===== config.mk =====
export PLATFORM = sky130hd
export DESIGN_NAME = compare_arbiter
export DESIGN_NICKNAME = d
export VERILOG_FILES = /design/src/rtl/compare_pkg.sv /design/src/rtl/comparator.sv /design/src/rtl/rr_arbiter.sv /design/src/rtl/compare_arbiter.sv
export SDC_FILE = /design/constraint.sdc
export NUM_CORES = 1
export LEC_CHECK = 0
export BUFFER_PORTS_ARGS = -buffer_cell sky130_fd_sc_hd__buf_2
export CELL_PAD_IN_SITES_DETAIL_PLACEMENT = 1
export CELL_PAD_IN_SITES_GLOBAL_PLACEMENT = 1
export CORE_MARGIN = 5
export CORE_UTILIZATION = 34
export DETAILED_ROUTE_END_ITERATION = 8
export GPL_ROUTABILITY_DRIVEN = 0
export PLACE_DENSITY = 0.95
export SYNTH_ARGS = -nofsm -noshare
export SYNTH_HDL_FRONTEND = slang
export SYNTH_HIERARCHICAL = 1
export SYNTH_SLANG_ARGS = --single-unit
export TNS_END_PERCENT = 100

===== constraint.sdc =====
create_clock -name clk -period 12 [get_ports clk]
set_clock_uncertainty 0.05 [all_clocks]
set_input_delay 2.4 -clock clk [delete_from_list [all_inputs] [get_ports clk]]
set_output_delay 2.4 -clock clk [all_outputs]
set_load 0.05 [all_outputs]

===== src/rtl/compare_pkg.sv =====
// Shared types for the compare arbiter and the consumers of its flags.
// Flag bit positions define the layout of rsp_flags.
package compare_pkg;

   localparam int FLAG_W = 6;

   localparam int EQ  = 0;
   localparam int NEQ = 1;
   localparam int LT  = 2;
   localparam int LTE = 3;
   localparam int GT  = 4;
   localparam int GTE = 5;

   typedef logic [FLAG_W-1:0] cmp_flags_t;

   typedef enum logic {
      EMPTY = 1'b0,
      FULL  = 1'b1
   } slot_state_t;

endpackage


===== src/rtl/comparator.sv =====
// Unsigned magnitude comparator, full operand width.
// Produces all six relations so consumers need no extra decode.
module comparator #(
   parameter int WIDTH = 8
) (
   input  logic [WIDTH-1:0] a,
   input  logic [WIDTH-1:0] b,
   output logic             eq,
   output logic             neq,
   output logic             lt,
   output logic             lte,
   output logic             gt,
   output logic             gte
);

   // one of lt/eq/gt, the rest derived
   always_comb begin
      eq  = (a == b);
      lt  = (a < b);
      neq = ~eq;
      lte = lt | eq;
      gt  = ~lte;
      gte = ~lt;
   end

endmodule


===== src/rtl/rr_arbiter.sv =====
// Combinational round-robin picker; the pointer register lives in the parent.
// Scans ptr, ptr+1, ... wrapping, and grants the first pending request.
module rr_arbiter #(
   parameter  int N  = 4,
   localparam int PW = (N > 1) ? $clog2(N) : 1
) (
   input  logic [N-1:0]  req,
   input  logic [PW-1:0] ptr,
   input  logic          en,
   output logic [N-1:0]  gnt
);

   int   idx;
   logic found;

   // first pending request at or after ptr, modulo N
   always_comb begin
      gnt   = '0;
      found = 1'b0;
      idx   = 0;
      for (int i = 0; i < N; i++) begin
         idx = int'(ptr) + i;
         if (idx >= N) idx = idx - N;
         if (en && !found && req[idx]) begin
            gnt[idx] = 1'b1;
            found    = 1'b1;
         end
      end
   end

endmodule


===== src/rtl/compare_arbiter.sv =====
// Shares one comparator among NREQ requesters with round-robin arbitration.
// Result is held in a one-deep slot drained through a valid/ready port.
module compare_arbiter
   import compare_pkg::*;
#(
   parameter  int WIDTH = 8,
   parameter  int NREQ  = 4,
   localparam int ID_W  = $clog2(NREQ)
) (
   input  logic                  clk,
   input  logic                  rst_n,
   input  logic [NREQ-1:0]       req,
   input  logic [NREQ*WIDTH-1:0] a_in,
   input  logic [NREQ*WIDTH-1:0] b_in,
   output logic [NREQ-1:0]       gnt,
   output logic                  rsp_valid,
   output logic [ID_W-1:0]       rsp_id,
   output logic [FLAG_W-1:0]     rsp_flags,
   input  logic                  rsp_ready
);

   slot_state_t      state_q;
   slot_state_t      state_d;
   logic [ID_W-1:0]  rr_ptr;
   logic [ID_W-1:0]  ptr_nxt;
   logic [ID_W-1:0]  win_id;
   logic [WIDTH-1:0] win_a;
   logic [WIDTH-1:0] win_b;
   logic             slot_free;
   logic             arb_en;
   logic             grant;
   cmp_flags_t       cmp_flags;
   logic             f_eq;
   logic             f_neq;
   logic             f_lt;
   logic             f_lte;
   logic             f_gt;
   logic             f_gte;

   assign slot_free = (state_q == EMPTY) | rsp_ready;
   assign arb_en    = rst_n & slot_free;
   assign grant     = |gnt;

   rr_arbiter #(
      .N (NREQ)
   ) u_arb (
      .req (req),
      .ptr (rr_ptr),
      .en  (arb_en),
      .gnt (gnt)
   );

   // one-hot grant to winner index and operand mux
   always_comb begin
      win_id = '0;
      for (int i = 0; i < NREQ; i++) begin
         if (gnt[i]) win_id = ID_W'(i);
      end
      win_a = a_in[int'(win_id)*WIDTH +: WIDTH];
      win_b = b_in[int'(win_id)*WIDTH +: WIDTH];
   end

   comparator #(
      .WIDTH (WIDTH)
   ) u_cmp (
      .a   (win_a),
      .b   (win_b),
      .eq  (f_eq),
      .neq (f_neq),
      .lt  (f_lt),
      .lte (f_lte),
      .gt  (f_gt),
      .gte (f_gte)
   );

   // pack comparator outputs and compute the pointer after the winner
   always_comb begin
      cmp_flags      = '0;
      cmp_flags[EQ]  = f_eq;
      cmp_flags[NEQ] = f_neq;
      cmp_flags[LT]  = f_lt;
      cmp_flags[LTE] = f_lte;
      cmp_flags[GT]  = f_gt;
      cmp_flags[GTE] = f_gte;
      if (int'(win_id) == NREQ - 1) ptr_nxt = '0;
      else                          ptr_nxt = win_id + ID_W'(1);
   end

   // slot state register
   always_ff @(posedge clk) begin
      if (!rst_n) state_q <= EMPTY;
      else        state_q <= state_d;
   end

   // slot next state and valid output
   always_comb begin
      state_d   = state_q;
      rsp_valid = 1'b0;
      unique case (state_q)
         EMPTY: begin
            if (grant) state_d = FULL;
         end
         FULL: begin
            rsp_valid = 1'b1;
            if (rsp_ready && !grant) state_d = EMPTY;
         end
         default: state_d = EMPTY;
      endcase
   end

   // capture winner result and advance fairness pointer on grant only
   always_ff @(posedge clk) begin
      if (!rst_n) begin
         rsp_id    <= '0;
         rsp_flags <= '0;
         rr_ptr    <= '0;
      end else if (grant) begin
         rsp_id    <= win_id;
         rsp_flags <= cmp_flags;
         rr_ptr    <= ptr_nxt;
      end
   end

endmodule


== Word level (Yosys, flattened, before mapping) ==
Index checks and enable logic that the tools add are counted.

* Bitwise operators: 10
* Shift operators: 2
* $lt $le $gt $ge: 13
* Equality and inequality tests: 2
* Reductions and logical operators: 17
* $add $sub $neg: 8
* Muxes and demuxes: 39

{| class="wikitable"
|+ Operators by type and width
! operator !! number
|-
| greater-or-equal comparator 32 x 1 -> 1 bit (second input constant) || 4
|-
| < comparator 32 x 4 -> 1 bit (second input constant) || 4
|-
| two-way mux 32 bit || 4
|-
| greater-or-equal comparator 32 x 4 -> 1 bit (second input constant) || 3
|-
| subtractor 32 x 4 -> 32 bit (second input constant) || 3
|-
| indexed part select 32 x 6 -> 8 bit || 2
|-
| two-way mux 1 bit || 19
|-
| two-way mux 4 bit || 4
|-
| logical AND 1 bit || 12
|-
| bitwise OR 4 bit || 3
|-
| binary-select mux 1 bit (select 2 bit) || 4
|-
| demux 1 bit (select 2 bit) || 4
|-
| equality test 8 bit || 1
|-
| < comparator 8 bit || 1
|-
| adder 2 x 2 -> 3 bit (second input constant) || 2
|-
| two-way mux 2 bit || 3
|-
| logical NOT 1 bit || 4
|-
| NOT 1 bit || 4
|-
| OR reduction 4 bit || 1
|-
| subtractor 2 x 3 -> 4 bit (second input constant) || 1
|-
| adder 2 x 1 -> 3 bit (second input constant) || 1
|-
| greater-or-equal comparator 2 x 3 -> 1 bit (second input constant) || 1
|-
| adder 2 x 1 -> 2 bit (second input constant) || 1
|-
| equality test 2 x 1 -> 1 bit (second input constant) || 1
|-
| other kinds (3) || 4
|}

* Logic and storage cells: 95
* Flip-flop bits (word level): 11
* Input bits: 71

== Longest topological paths before layout ==
Gate-level depths: netlist of run 1.

* Word-level depth: 26
* Gate-level depth with buffers: 19
* Depth with buffers taken out: 17

== By module ==
Netlist of run 1, hierarchy kept.

{| class="wikitable"
|+ By module, submodules not included
! module !! sequential area each (um^2) !! times used !! area each (um^2) !! cells an instance
|-
| compare_arbiter || 220.2 || 1 || 969.7 || 105
|-
| rr_arbiter || 0.0 || 1 || 357.8 || 41
|-
| comparator || 0.0 || 1 || 251.5 || 36
|}

== Worst setup path before layout of run 1 ==
Ideal clock, no wire load.

* Path type: input -> output
* Start point: input port req[2]
* End point: output port gnt[3]
* Buffers on the path: 0
* Stages: 3
* Arrival time: 4.222 ns
* Required time: 9.550 ns
* Setup slack: 5.328 ns
* Cells stage by stage: mux4_2 nand2b_4 o221ai_1

* Word-level cells in the longest chain between the ends: 17
* Elaborated cells on any way between the ends: 32
* Those cells by class: 19 x mux; 3 x bitwise; 10 x reduce/logical

{| class="wikitable"
|+ Ends and longest elaborated chain
! element !! line !! text
|-
| from (decl) || compare_arbiter.sv:12 || <nowiki>input logic [NREQ-1:0] req,</nowiki>
|-
| binary-select mux 1 bit (select 2 bit) || rr_arbiter.sv:24 || <nowiki>if (en && !found && req[idx]) begin</nowiki>
|-
| two-way mux 1 bit (implied by the code) (2 in a row) || rr_arbiter.sv:24 ||
|-
| logical AND 1 bit || rr_arbiter.sv:24 ||
|-
| two-way mux 1 bit || rr_arbiter.sv:24 ||
|-
| logical NOT 1 bit || rr_arbiter.sv:24 ||
|-
| logical AND 1 bit (2 in a row) || rr_arbiter.sv:24 ||
|-
| two-way mux 1 bit || rr_arbiter.sv:24 ||
|-
| logical NOT 1 bit || rr_arbiter.sv:24 ||
|-
| logical AND 1 bit (2 in a row) || rr_arbiter.sv:24 ||
|-
| two-way mux 1 bit || rr_arbiter.sv:24 ||
|-
| logical NOT 1 bit || rr_arbiter.sv:24 ||
|-
| logical AND 1 bit (2 in a row) || rr_arbiter.sv:24 ||
|-
| two-way mux 4 bit (*) || rr_arbiter.sv:24 ||
|-
| to (decl) || compare_arbiter.sv:15 || <nowiki>output logic [NREQ-1:0] gnt,</nowiki>
|}

Every way passes the cells marked *; elsewhere a longest branch is shown, timed or not. The select of a mux whose other input is x is not followed.

== Final worst setup path of run 1 ==
* Start point: input port req[3]
* End point: output port gnt[3]

The elaborated chain is that of the path after synthesis.

==> impl_metrics.py, run 1 <==
metrics = {
    "run_status": {
        "status": "finished, final reports clean",
    },
    "sta": {
        "setup_viol": 0,
        "final_hold_viol_count": 0,
        "period_needed_ns": 6.66,
        "finalSetupTns_ns": 0,
        "slew_headroom_pct": 35.0,
        "rsz0062_at_grt": "no",
        "fmax_mhz": 150,
        "slew_violations": 0,
        "tightest_slew_ns": 0.974,
        "fin_crit_sh_pct": 55.5,
    },
    "logic_synthesis": {
        "netlist_area_um2": 1580,
        "yosysWarnings": 6,
        "postSynthAreaPerCell_um2": 8.68,
        "synth_seq_area_share_pct": 13.9,
        "yosys-top-cells-area": "dfxtp_1 (14%), ha_1 (12%), mux2i_1 (10%), o22ai_2 (7.9%), a21oi_2 (5.5%)",
        "synth-compound-area-share_pct": 30.8,
        "synth.distinct_cells": 42,
        "yosys.area_share.simple_pct": 16.6,
        "netlist_instances": 182,
        "synth_xor_area_share_pct": 0,
        "synth_top_family_by_area": "compound AO/OA/AOI/OAI gates",
        "synthMuxAreaShare_pct": 15.8,
        "syn_nets": 268,
        "yosys.area_share.adder_pct": 11.9,
        "synth_top_area_cell": "dfxtp_1",
        "synth_top_area_share_pct": 13.9,
        "ys_ff_latch": 11,
    },
    "floorplanning": {
        "num_rows": 24,
        "die_x_um": 78.2,
        "core_um2": 4440,
        "die_area_um2": 6110,
        "boundaryPins": 84,
        "start_util_pct": 35.5,
        "die_y_um": 78.2,
    },
    "power": {
        "power_frac_comb_pct": 76.3,
        "max-vdd-ir-drop_mv": 0.0839,
        "p_int_uw": 183,
        "p_seq_share_pct": 14.6,
        "power_frac_clock_pct": 9.1,
        "leakage_uw": 0.000940,
        "p_switching_uw": 208,
        "swShare_pct": 53.2,
        "p_per_area_nw_per_um2": 193,
    },
    "layout": {
        "utilization_pct": 45.5,
        "layout.nets": 348,
        "syn2layout_area_growth_pct": 28.0,
        "drive_gt1_share_pct": 47.1,
        "num_antenna_cells": 0,
    },
    "setup_path": {
        "arrival_ns": 4.21,
        "path_class": "input pin to output port",
        "path_max_fanout": 7,
        "setup.worst_path.end_class": "output port",
        "startpoint_type": "input pin",
        "worstPathRequired_ns": 9.55,
    },
    "global_routing": {
        "grt_max_degree": 21,
        "grt_usage_pct": 15.5,
        "grt-ovfl-total": 0,
        "grt_pass1_vias": 1834,
        "grt_pass1_wl_um": 7960,
        "antenna_found_initial": 0,
    },
    "detailed_routing": {
        "ant_nets": 0,
        "drtPass1Iterations": 4,
        "dr_total_vias": 1659,
        "drc_errors": 0,
        "totalWireLength_um": 4820,
        "viasPerCell": 5.30,
        "first_iter_violations": 45,
        "avgRoutedWirePerCell_um": 15.4,
    },
    "flow_run": {
        "cap_violations": 0,
    },
    "clock_network": {
        "cts_resized": 0,
        "post_cts_buffers": 0,
        "cts.sinks": 11,
        "cts_hold_buffers": 0,
        "cts_inserted_buffers": 3,
        "tritoncts": "built",
        "clkLatencyLatePin_ns": 0.23,
        "root_buffer": "clkbuf_8",
        "cts_buffer_depth": 2,
        "clkTransAtPathRegs_ns": 0.05,
        "htreeDepth": 1,
    },
    "worst_hold_path": {
        "hold_path_class": "register to register",
    },
    "place": {
        "portBuffers": 83,
        "dp_hpwl_um": 4010,
    },
}
[through the flow]
stage	instances	setup slack [ns]	hold WS, ns	area (um2)	power [uW]
floorplan	182	5.33	0.612	1580	306
global placement	309	5.39	0.405	1980	349
detailed placement	309	5.37	0.413	1980	360
CTS	313	5.36	0.423	2020	398
global route	313	5.26	0.455	2020	431
finish	313	5.34	0.418	2020	391
[registers in the layout, indices dropped and copies added, names as in the netlist]
signal and count:
rr_ptr 2, state_q 1, rsp_flags 6, rsp_id 2
[power groups by stage]
| stage | registers [uW] | logic [uW] | clock network (uW) |
|---|---|---|---|
| after floorplan | 87.2 | 218 | 0 |
| after global placement | 56.9 | 292 | 0 |
| after detailed placement | 57.9 | 302 | 0 |
| after CTS | 57.2 | 304 | 36.7 |
| after global routing | 59.1 | 333 | 39.0 |
| final | 56.9 | 298 | 35.5 |
[Yosys cell counts (all sizes together)]
cell type	n
a211oi	1
a21boi	2
a21o	1
a21oi	22
a22o	1
a22oi	5
a32o	1
and2	2
and3	1
buf	9
dfxtp	11
ha	15
inv	20
mux2	2
mux2i	16
mux4	3
nand2	15
nand2b	4
nand3	8
nor2	5
nor2b	5
nor3	1
nor3b	1
nor4	1
o21a	1
o21ai	8
o21bai	1
o221ai	4
o22ai	16
[path summary, 6_finish.rpt]
path | start | slack [ns] | end | cells past startpoint
worst max register to register | rr_ptr[0]$_SDFFE_PN0P_ | 7.23 | rsp_flags[4]$_SDFFE_PN0P_ | 15
worst min-delay path | rsp_flags[0]$_SDFFE_PN0P_ | 0.42 | rsp_flags[0]$_SDFFE_PN0P_ | 2
worst min register to register | rsp_flags[0]$_SDFFE_PN0P_ | 0.42 | rsp_flags[0]$_SDFFE_PN0P_ | 2
worst max-delay path | req[3] | 5.34 | gnt[3] | 6
[cell type report]
cell class	count	area [um2]
clock buffers	4	45.0
fillers	575	2420
inverters	20	75.1
multi-input cells	142	1190
flip-flops and latches	11	220
well taps	52	65.1
repair buffers	84	423
[per-layer routing]
metal,up-vias,track usage [%],wire length (um),part of all wire (%)
met5,-,0,0,0
met4,0,3.50,31,0.64
met3,4,2.75,288,6.0
met2,55,30.4,2600,54
met1,777,17.3,1900,39
li1,823,-,-,-
[layout by cell type (no fill, tap or decap), types with 2 or more instances in the layout]
master / instances
o22ai_1: 6
buf_2: 83
dfxtp_1: 11
nand2b_1: 3
nand3_1: 7
nor2_4: 2
a21boi_0: 2
and2_1: 2
o21ai_1: 2
clkbuf_8: 3
nand2_2: 2
a21oi_2: 10
mux4_2: 3
nand2_1: 13
inv_2: 2
a22oi_1: 5
a21oi_1: 12
ha_1: 15
o22ai_2: 10
o221ai_1: 3
mux2i_1: 16
nor2_1: 2
nor2b_1: 4
o21ai_0: 6
inv_1: 18
[worst max-delay path, cell delays in order]
cell and delay (ns):
buf_2 0.13, mux4_2 0.48, inv_1 0.08, nand3_2 0.11
o221ai_1 0.61, buf_2 0.39
[cell families (layout without fill, tap and decap cells)]
group                    after synthesis  in the layout
flip-flops                            11             11
adder cells (fa/ha/maj)               15             15
buffers and inverters                 29            108
multiplexers                          21             21
AND/OR/NAND/NOR                       43             43
AO/OA/AOI/OAI                         63             63
No activity file was read; power rests on OpenSTA's default activity.
==> inputs of run 2 (changes only) <==
--- a/config.mk
+++ b/config.mk
@@ -5,14 +5,15 @@
 export SDC_FILE = /design/constraint.sdc
 export NUM_CORES = 1
 export LEC_CHECK = 0
+export ABC_AREA = 1
 export BUFFER_PORTS_ARGS = -buffer_cell sky130_fd_sc_hd__buf_2
 export CELL_PAD_IN_SITES_DETAIL_PLACEMENT = 1
 export CELL_PAD_IN_SITES_GLOBAL_PLACEMENT = 1
 export CORE_MARGIN = 5
-export CORE_UTILIZATION = 34
+export CORE_UTILIZATION = 31
 export DETAILED_ROUTE_END_ITERATION = 8
 export GPL_ROUTABILITY_DRIVEN = 0
-export PLACE_DENSITY = 0.95
+export PLACE_DENSITY = 0.92
 export SYNTH_ARGS = -nofsm -noshare
 export SYNTH_HDL_FRONTEND = slang
 export SYNTH_HIERARCHICAL = 1
==> constraint.sdc (replaced) <==
create_clock -name clk -period 6.3 [get_ports clk]
set_clock_uncertainty 0.05 [all_clocks]
set_input_delay 1.26 -clock clk [delete_from_list [all_inputs] [get_ports clk]]
set_output_delay 1.26 -clock clk [all_outputs]
set_load 0.05 [all_outputs]
==> run 2 against run 1 <==
  * Clock power grew 99%
  * Area after synthesis up 21%
  * Register-to-register slack worse by 5.4 ns
  * Sequential cell count unchanged
  * Count of clock-buffer cells in the layout down 1
  * Wire length is 38% higher
  * First-iteration DRC count is 80% higher
  * Cell count grew 56%
  * Via count grew 41%
  * Sequential share of layout area decreased by 1.5 points
==> impl_metrics.py, run 2 <==
metrics = {
    "run_status": {
        "status": "finished, final reports clean",
    },
    "clock_network": {
        "clkLatencyLatePin_ns": 0.24,
        "tritoncts": "built",
        "cts_hold_buffers": 0,
        "cts_inserted_buffers": 3,
        "root_buffer": "clkbuf_8",
        "cts_resized": 0,
        "clkTransAtPathRegs_ns": 0.05,
        "htreeDepth": 1,
        "post_cts_buffers": 0,
        "cts_buffer_depth": 2,
        "cts.sinks": 11,
    },
    "flow_run": {
        "cap_violations": 0,
    },
    "setup_path": {
        "crit_path_end": "gnt[1]",
        "worstPathRequired_ns": 4.99,
        "arrival_ns": 3.45,
        "startpoint_type": "input pin",
        "reg2reg_to": "rsp_flags[2]$_SDFFE_PN0P_",
        "crit_start": "rst_n",
        "ff2ff_setup_slack_ns": 1.82,
        "path_max_fanout": 21,
        "reg2reg_depth": 23,
        "r2r-start": "rr_ptr[0]$_SDFFE_PN0P_",
        "setup.worst_path.end_class": "output port",
        "path_class": "input pin to output port",
    },
    "floorplanning": {
        "die_area_um2": 7860,
        "die_x_um": 88.6,
        "die_y_um": 88.6,
        "start_util_pct": 32.2,
        "core_um2": 5960,
        "boundaryPins": 84,
        "num_rows": 28,
    },
    "place": {
        "dp_hpwl_um": 5480,
        "dpl_cell_area_um2": 2310,
        "portBuffers": 83,
    },
    "detailed_routing": {
        "first_iter_violations": 81,
        "dr_total_vias": 2344,
        "viasPerCell": 4.80,
        "drc_errors": 0,
        "totalWireLength_um": 6640,
        "avgRoutedWirePerCell_um": 13.6,
        "ant_nets": 0,
        "drtPass1Iterations": 4,
    },
    "global_routing": {
        "top_usage_layer": "met2",
        "grt_use_met2_pct": 29.6,
        "grt-ovfl-total": 0,
        "antenna_found_initial": 0,
        "grt_max_degree": 35,
        "grt_pass1_vias": 2303,
        "grt_use_met3_pct": 1.02,
        "grt_pass1_wl_um": 10100,
        "grt_util_met1_pct": 20.0,
        "grt_usage_pct": 15.8,
    },
    "layout": {
        "largest-register": "rsp_flags",
        "reg_top3": "rsp_flags (6), rr_ptr (2), rsp_id (2)",
        "nFillCells": 877,
        "syn2layout_area_growth_pct": 22.8,
        "drive_gt1_share_pct": 26.9,
        "final_common_cell": "nand2_1",
        "num_antenna_cells": 0,
        "largest_reg_flops": 6,
        "layout.nets": 500,
        "stdcell_area_um2": 2350,
        "final_cell_mix": "nand2_1 (102), buf_2 (83), nor2_1 (76)",
    },
    "worst_hold_path": {
        "hold_path_class": "register to register",
    },
    "sta": {
        "final_hold_viol_count": 0,
        "rsz0062_at_grt": "no",
        "slew_violations": 0,
        "finalSetupTns_ns": 0,
        "fmax_mhz": 210,
        "tightest_slew_ns": 1.03,
        "slew_headroom_pct": 31.4,
        "setup_viol": 0,
        "period_needed_ns": 4.76,
        "fin_crit_sh_pct": 75.6,
    },
    "logic_synthesis": {
        "synth.distinct_cells": 26,
        "synth_top_area_share_pct": 20.0,
        "ys_ff_latch": 11,
        "yosys-top-cells-area": "nand2_1 (20%), nor2_1 (15%), dfxtp_1 (11%), ha_1 (9.8%), nand3b_1 (8.6%)",
        "synth_edf_count": 0,
        "yosysWarnings": 6,
        "netlist_instances": 339,
        "netlist_area_um2": 1920,
        "synth-main-ff-cell": "dfxtp_1",
        "postSynthAreaPerCell_um2": 5.65,
        "ys_async_sr_fraction_pct": 0,
        "synth_seq_area_share_pct": 11.5,
        "syn_nets": 425,
        "synth_top_area_cell": "nand2_1",
        "synthTopCellsByCount": "nand2_1 (102), nor2_1 (76), inv_1 (40)",
        "synth_most_common_cell": "nand2_1",
    },
    "power": {
        "max-vdd-ir-drop_mv": 0.327,
        "leakage_uw": 0.00143,
        "p_per_area_nw_per_um2": 483,
    },
}
==> run 2: cell types whose count changed after synthesis, moves of 16 or more <==
cell and delta:
nand2_1 +89, nand3b_1 +22, inv_1 +22, nor2_1 +74
mux2i_1 -16
==> run 2: cell families after synthesis <==
| kind of cell | after synthesis | share of synthesized area, % |
|---|---|---|
| simple gates | 238 | 58.9 |
| compound gates | 16 | 4.50 |
| flops | 11 | 11.5 |
| fa+ha+maj | 15 | 9.79 |
| buf+inv | 59 | 15.3 |
==> run 2: cell type report <==
| type | count | area [um2] | share of cell area (%) |
|---|---|---|---|
| clock buffer | 3 | 41.3 | 1.75 |
| sequential | 11 | 220 | 9.36 |
| timing repair buffer | 83 | 415 | 17.7 |
| multi-input combinational | 269 | 1400 | 59.6 |
| tap | 75 | 93.8 | 3.99 |
| inverter | 46 | 174 | 7.39 |
| clock inverter | 1 | 5.00 | 0.213 |
==> run 2: per-stage QoR <==
step | std cells | total power [uW] | utilization, % | hold slack, ns | setup WS [ns]
finish | 488 | 1140 | 39.5 | 0.427 | 1.54
global route | 488 | 1270 | 39.5 | 0.433 | 1.12
CTS | 488 | 1150 | 39.5 | 0.419 | 1.55
detailed placement | 484 | 1070 | 38.7 | 0.400 | 1.32
global placement | 484 | 1020 | 38.7 | 0.418 | 1.60
floorplan | 339 | 893 | - | 0.501 | 2.12
==> run 2: worst min path at each step <==
| stage | startpoint | end | slack (ns) | depth (start not counted) |
|---|---|---|---|---|
| 4_1_cts | rsp_id[1]$_SDFFE_PN0P_ | rsp_id[1]$_SDFFE_PN0P_ | 0.42 | 2 |
| 5_1_grt | rsp_id[1]$_SDFFE_PN0P_ | rsp_id[1]$_SDFFE_PN0P_ | 0.43 | 2 |
| 3_3_place_gp | rsp_id[1]$_SDFFE_PN0P_ | rsp_id[1]$_SDFFE_PN0P_ | 0.42 | 2 |
| 3_5_place_dp | rsp_id[1]$_SDFFE_PN0P_ | rsp_id[1]$_SDFFE_PN0P_ | 0.40 | 2 |
| 6_report | rsp_id[1]$_SDFFE_PN0P_ | rsp_id[1]$_SDFFE_PN0P_ | 0.43 | 2 |
| 2_1_floorplan | rr_ptr[1]$_SDFFE_PN0P_ | rr_ptr[1]$_SDFFE_PN0P_ | 0.50 | 2 |
==> run 2: power by group <==
group / switching [uW] / internal (uW)
Clock: 27.0 / 43.5
Sequential: 20.2 / 95.6
Combinational: 644 / 305
==> run 2: critical path, stage by stage <==
cell	delay (ns)
buf_2	0.17
inv_1	0.11
nor2_1	0.26
inv_1	0.09
nor2_1	0.22
nand2_1	0.09
nand2_1	0.07
inv_1	0.04
nand3_1	0.70
buf_2	0.42
==> run 2: per-layer routing <==
metal / up-vias / routed length, um / share of wire (%)
met5: - / 0 / 0
met4: 0 / 27 / 0.41
met3: 4 / 336 / 5.1
met2: 56 / 3430 / 52
met1: 1092 / 2850 / 43
li1: 1192 / - / -
==> inputs of run 3 (changes only) <==
==> constraint.sdc (replaced) <==
create_clock -name clk -period 4.6 [get_ports clk]
set_clock_uncertainty 0.05 [all_clocks]
set_input_delay 0.92 -clock clk [delete_from_list [all_inputs] [get_ports clk]]
set_output_delay 0.92 -clock clk [all_outputs]
set_load 0.05 [all_outputs]
==> run 3 against run 2 <==
  * Sequential cell count stayed put
  * Sequential power is 37% higher
  * Non-clock buffer count is 2 higher
  * Count of clock-buffer cells in the layout is 1 higher
  * Critical path depth is 11 higher
  * Critical endpoint is now rsp_flags[5]$_SDFFE_PN0P_
  * Largest cell class unchanged
==> impl_metrics.py, run 3 (synthesis gave the netlist of run 2 again) <==
metrics = {
    "clock_network": {
        "cts_buffer_depth": 2,
        "tritoncts": "built",
        "cts_inserted_buffers": 3,
        "cts_resized": 0,
        "clkLatencyLatePin_ns": 0.25,
        "cts_hold_buffers": 0,
        "cts.sinks": 11,
        "htreeDepth": 1,
        "clkTransAtPathRegs_ns": 0.05,
        "root_buffer": "clkbuf_8",
        "post_cts_buffers": 0,
    },
    "global_routing": {
        "grt_use_met2_pct": 29.5,
        "top_usage_layer": "met2",
        "grt-ovfl-total": 0,
        "grt_pass1_wl_um": 10500,
        "grt_usage_pct": 16.5,
        "grt_use_met3_pct": 1.21,
        "grt_pass1_vias": 2383,
        "grt_util_met1_pct": 20.5,
        "antenna_found_initial": 0,
        "grt_max_degree": 35,
    },
    "setup_path": {
        "crit_buf_inv": 5,
        "arrival_ns": 3.98,
        "crit_chain": "inv_1 > ha_1 > inv_1 > nand3_2 > nand2_1 > inv_2 > nor2_8 > nand3_1 > nand3_1 > nor2_4 > inv_2 > nor2_1 > nand2_1 > nand2_1 > inv_1 > ha_1 > a21o_1 > nor2_1 > nand2_1 > a21oi_1 > nor2_1",
        "cp_top_family": "simple AND/OR/NAND/NOR gates",
        "path_class": "register to register",
        "crit_top_cell": "nand2_1",
        "path_max_fanout": 18,
        "worstPathRequired_ns": 4.69,
        "reg2reg_to": "rsp_flags[5]$_SDFFE_PN0P_",
        "cp_slowest_cell": "dfxtp_1",
        "r2r-start": "rr_ptr[1]$_SDFFE_PN0P_",
        "startpoint_type": "register",
        "setup.worst_path.end_class": "register",
        "critPathMaxStageDelay_ns": 0.52,
        "reg2reg_depth": 21,
        "ff2ff_setup_slack_ns": 0.70,
        "crit_start": "rr_ptr[1]$_SDFFE_PN0P_",
    },
    "layout": {
        "num_antenna_cells": 0,
        "syn2layout_area_growth_pct": 23.5,
        "layout.nets": 502,
        "largest-register": "rsp_flags",
        "nFillCells": 872,
        "fin_cells": 490,
        "reg_top3": "rsp_flags (6), rr_ptr (2), rsp_id (2)",
        "largest_reg_flops": 6,
        "final_cell_mix": "nand2_1 (102), buf_2 (83), nor2_1 (76)",
        "final_common_cell": "nand2_1",
        "multi_input_area_um2": 1400,
        "seq_area_um2": 220,
        "drive_gt1_share_pct": 27.0,
    },
    "worst_hold_path": {
        "min_path_cells": 2,
        "hold_path_class": "register to register",
        "hp-start": "rsp_id[1]$_SDFFE_PN0P_",
        "min_to": "rsp_id[1]$_SDFFE_PN0P_",
    },
    "sta": {
        "period_needed_ns": 3.90,
        "fmax_mhz": 257,
        "final_hold_viol_count": 0,
        "slew_headroom_pct": 63.1,
        "finalSetupTns_ns": 0,
        "setup_viol": 0,
        "rsz0062_at_grt": "no",
        "fin_crit_sh_pct": 84.7,
        "tightest_slew_ns": 0.553,
        "slew_violations": 0,
    },
    "power": {
        "p_per_area_nw_per_um2": 659,
        "leakage_uw": 0.00143,
        "max-vdd-ir-drop_mv": 0.380,
    },
    "run_status": {
        "status": "finished, final reports clean",
    },
    "floorplanning": {
        "start_util_pct": 32.2,
        "die_area_um2": 7860,
        "die_y_um": 88.6,
        "die_x_um": 88.6,
        "boundaryPins": 84,
        "core_um2": 5960,
        "num_rows": 28,
    },
    "place": {
        "portBuffers": 83,
        "dp_hpwl_um": 5470,
        "dp.cells": 486,
    },
    "detailed_routing": {
        "drc_errors": 0,
        "totalWireLength_um": 6540,
        "first_iter_violations": 85,
        "viasPerCell": 4.69,
        "drtPass1Iterations": 4,
        "avgRoutedWirePerCell_um": 13.3,
        "ant_nets": 0,
        "dr_total_vias": 2298,
    },
    "flow_run": {
        "cap_violations": 0,
    },
}
run 3: how the worst max path moves through the flow:
stage / cells past startpoint / endpoint / slack [ns]
after floorplan: 27 / rsp_flags[3]$_SDFFE_PN0P_ / 0.76
after global placement: 20 / rsp_flags[5]$_SDFFE_PN0P_ / 0.64
after detailed placement: 20 / rsp_flags[5]$_SDFFE_PN0P_ / 0.48
after CTS: 21 / rsp_flags[5]$_SDFFE_PN0P_ / 0.64
after global routing: 23 / rsp_flags[3]$_SDFFE_PN0P_ / 0.25
final: 21 / rsp_flags[5]$_SDFFE_PN0P_ / 0.70
run 3: metrics by stage:
step / setup WS (ns) / hold WS, ns / total power, uW / utilization (%) / instance area [um2]
6_report: 0.702 / 0.440 / 1560 / 39.7 / 2370
5_1_grt: 0.250 / 0.458 / 1760 / 39.7 / 2370
4_1_cts: 0.637 / 0.441 / 1580 / 39.7 / 2370
3_5_place_dp: 0.480 / 0.431 / 1470 / 39.0 / 2320
3_3_place_gp: 0.641 / 0.415 / 1410 / 39.0 / 2320
2_1_floorplan: 0.759 / 0.501 / 1220 / - / 1920
run 3: metal layers:
metal,up-vias,part of all wire (%)
li1,1190,-
met1,1039,42
met2,56,51
met3,13,4.5
met4,0,2.5
met5,-,0
run 3: worst register-to-register path, cell delays in order, from the launching register on:
cell	delay (ns)
dfxtp_1	0.52
inv_1	0.19
ha_1	0.36
inv_1	0.08
nand3_2	0.12
nand2_1	0.08
inv_2	0.10
nor2_8	0.06
nand3_1	0.07
nand3_1	0.19
nor2_4	0.42
inv_2	0.24
nor2_1	0.15
nand2_1	0.07
nand2_1	0.06
inv_1	0.04
ha_1	0.28
a21o_1	0.18
nor2_1	0.19
nand2_1	0.13
a21oi_1	0.15
nor2_1	0.07
run 3: layout make-up:
class | instances | area share (%)
multi-input cells | 269 | 59.3
well taps | 75 | 3.96
repair buffers | 85 | 18.2
clock buffers | 4 | 1.90
inverters | 46 | 7.35
flip-flops and latches | 11 | 9.30
run 3: report_power, final:
part / switching [uW] / leakage [uW] / internal, uW / total (uW)
Sequential: 28.2 / 0.0000909 / 131 / 159
Clock: 39.0 / 0.0000228 / 61.1 / 100
Combinational: 873 / 0.00132 / 427 / 1300
Total: 940 / 0.00143 / 619 / 1560
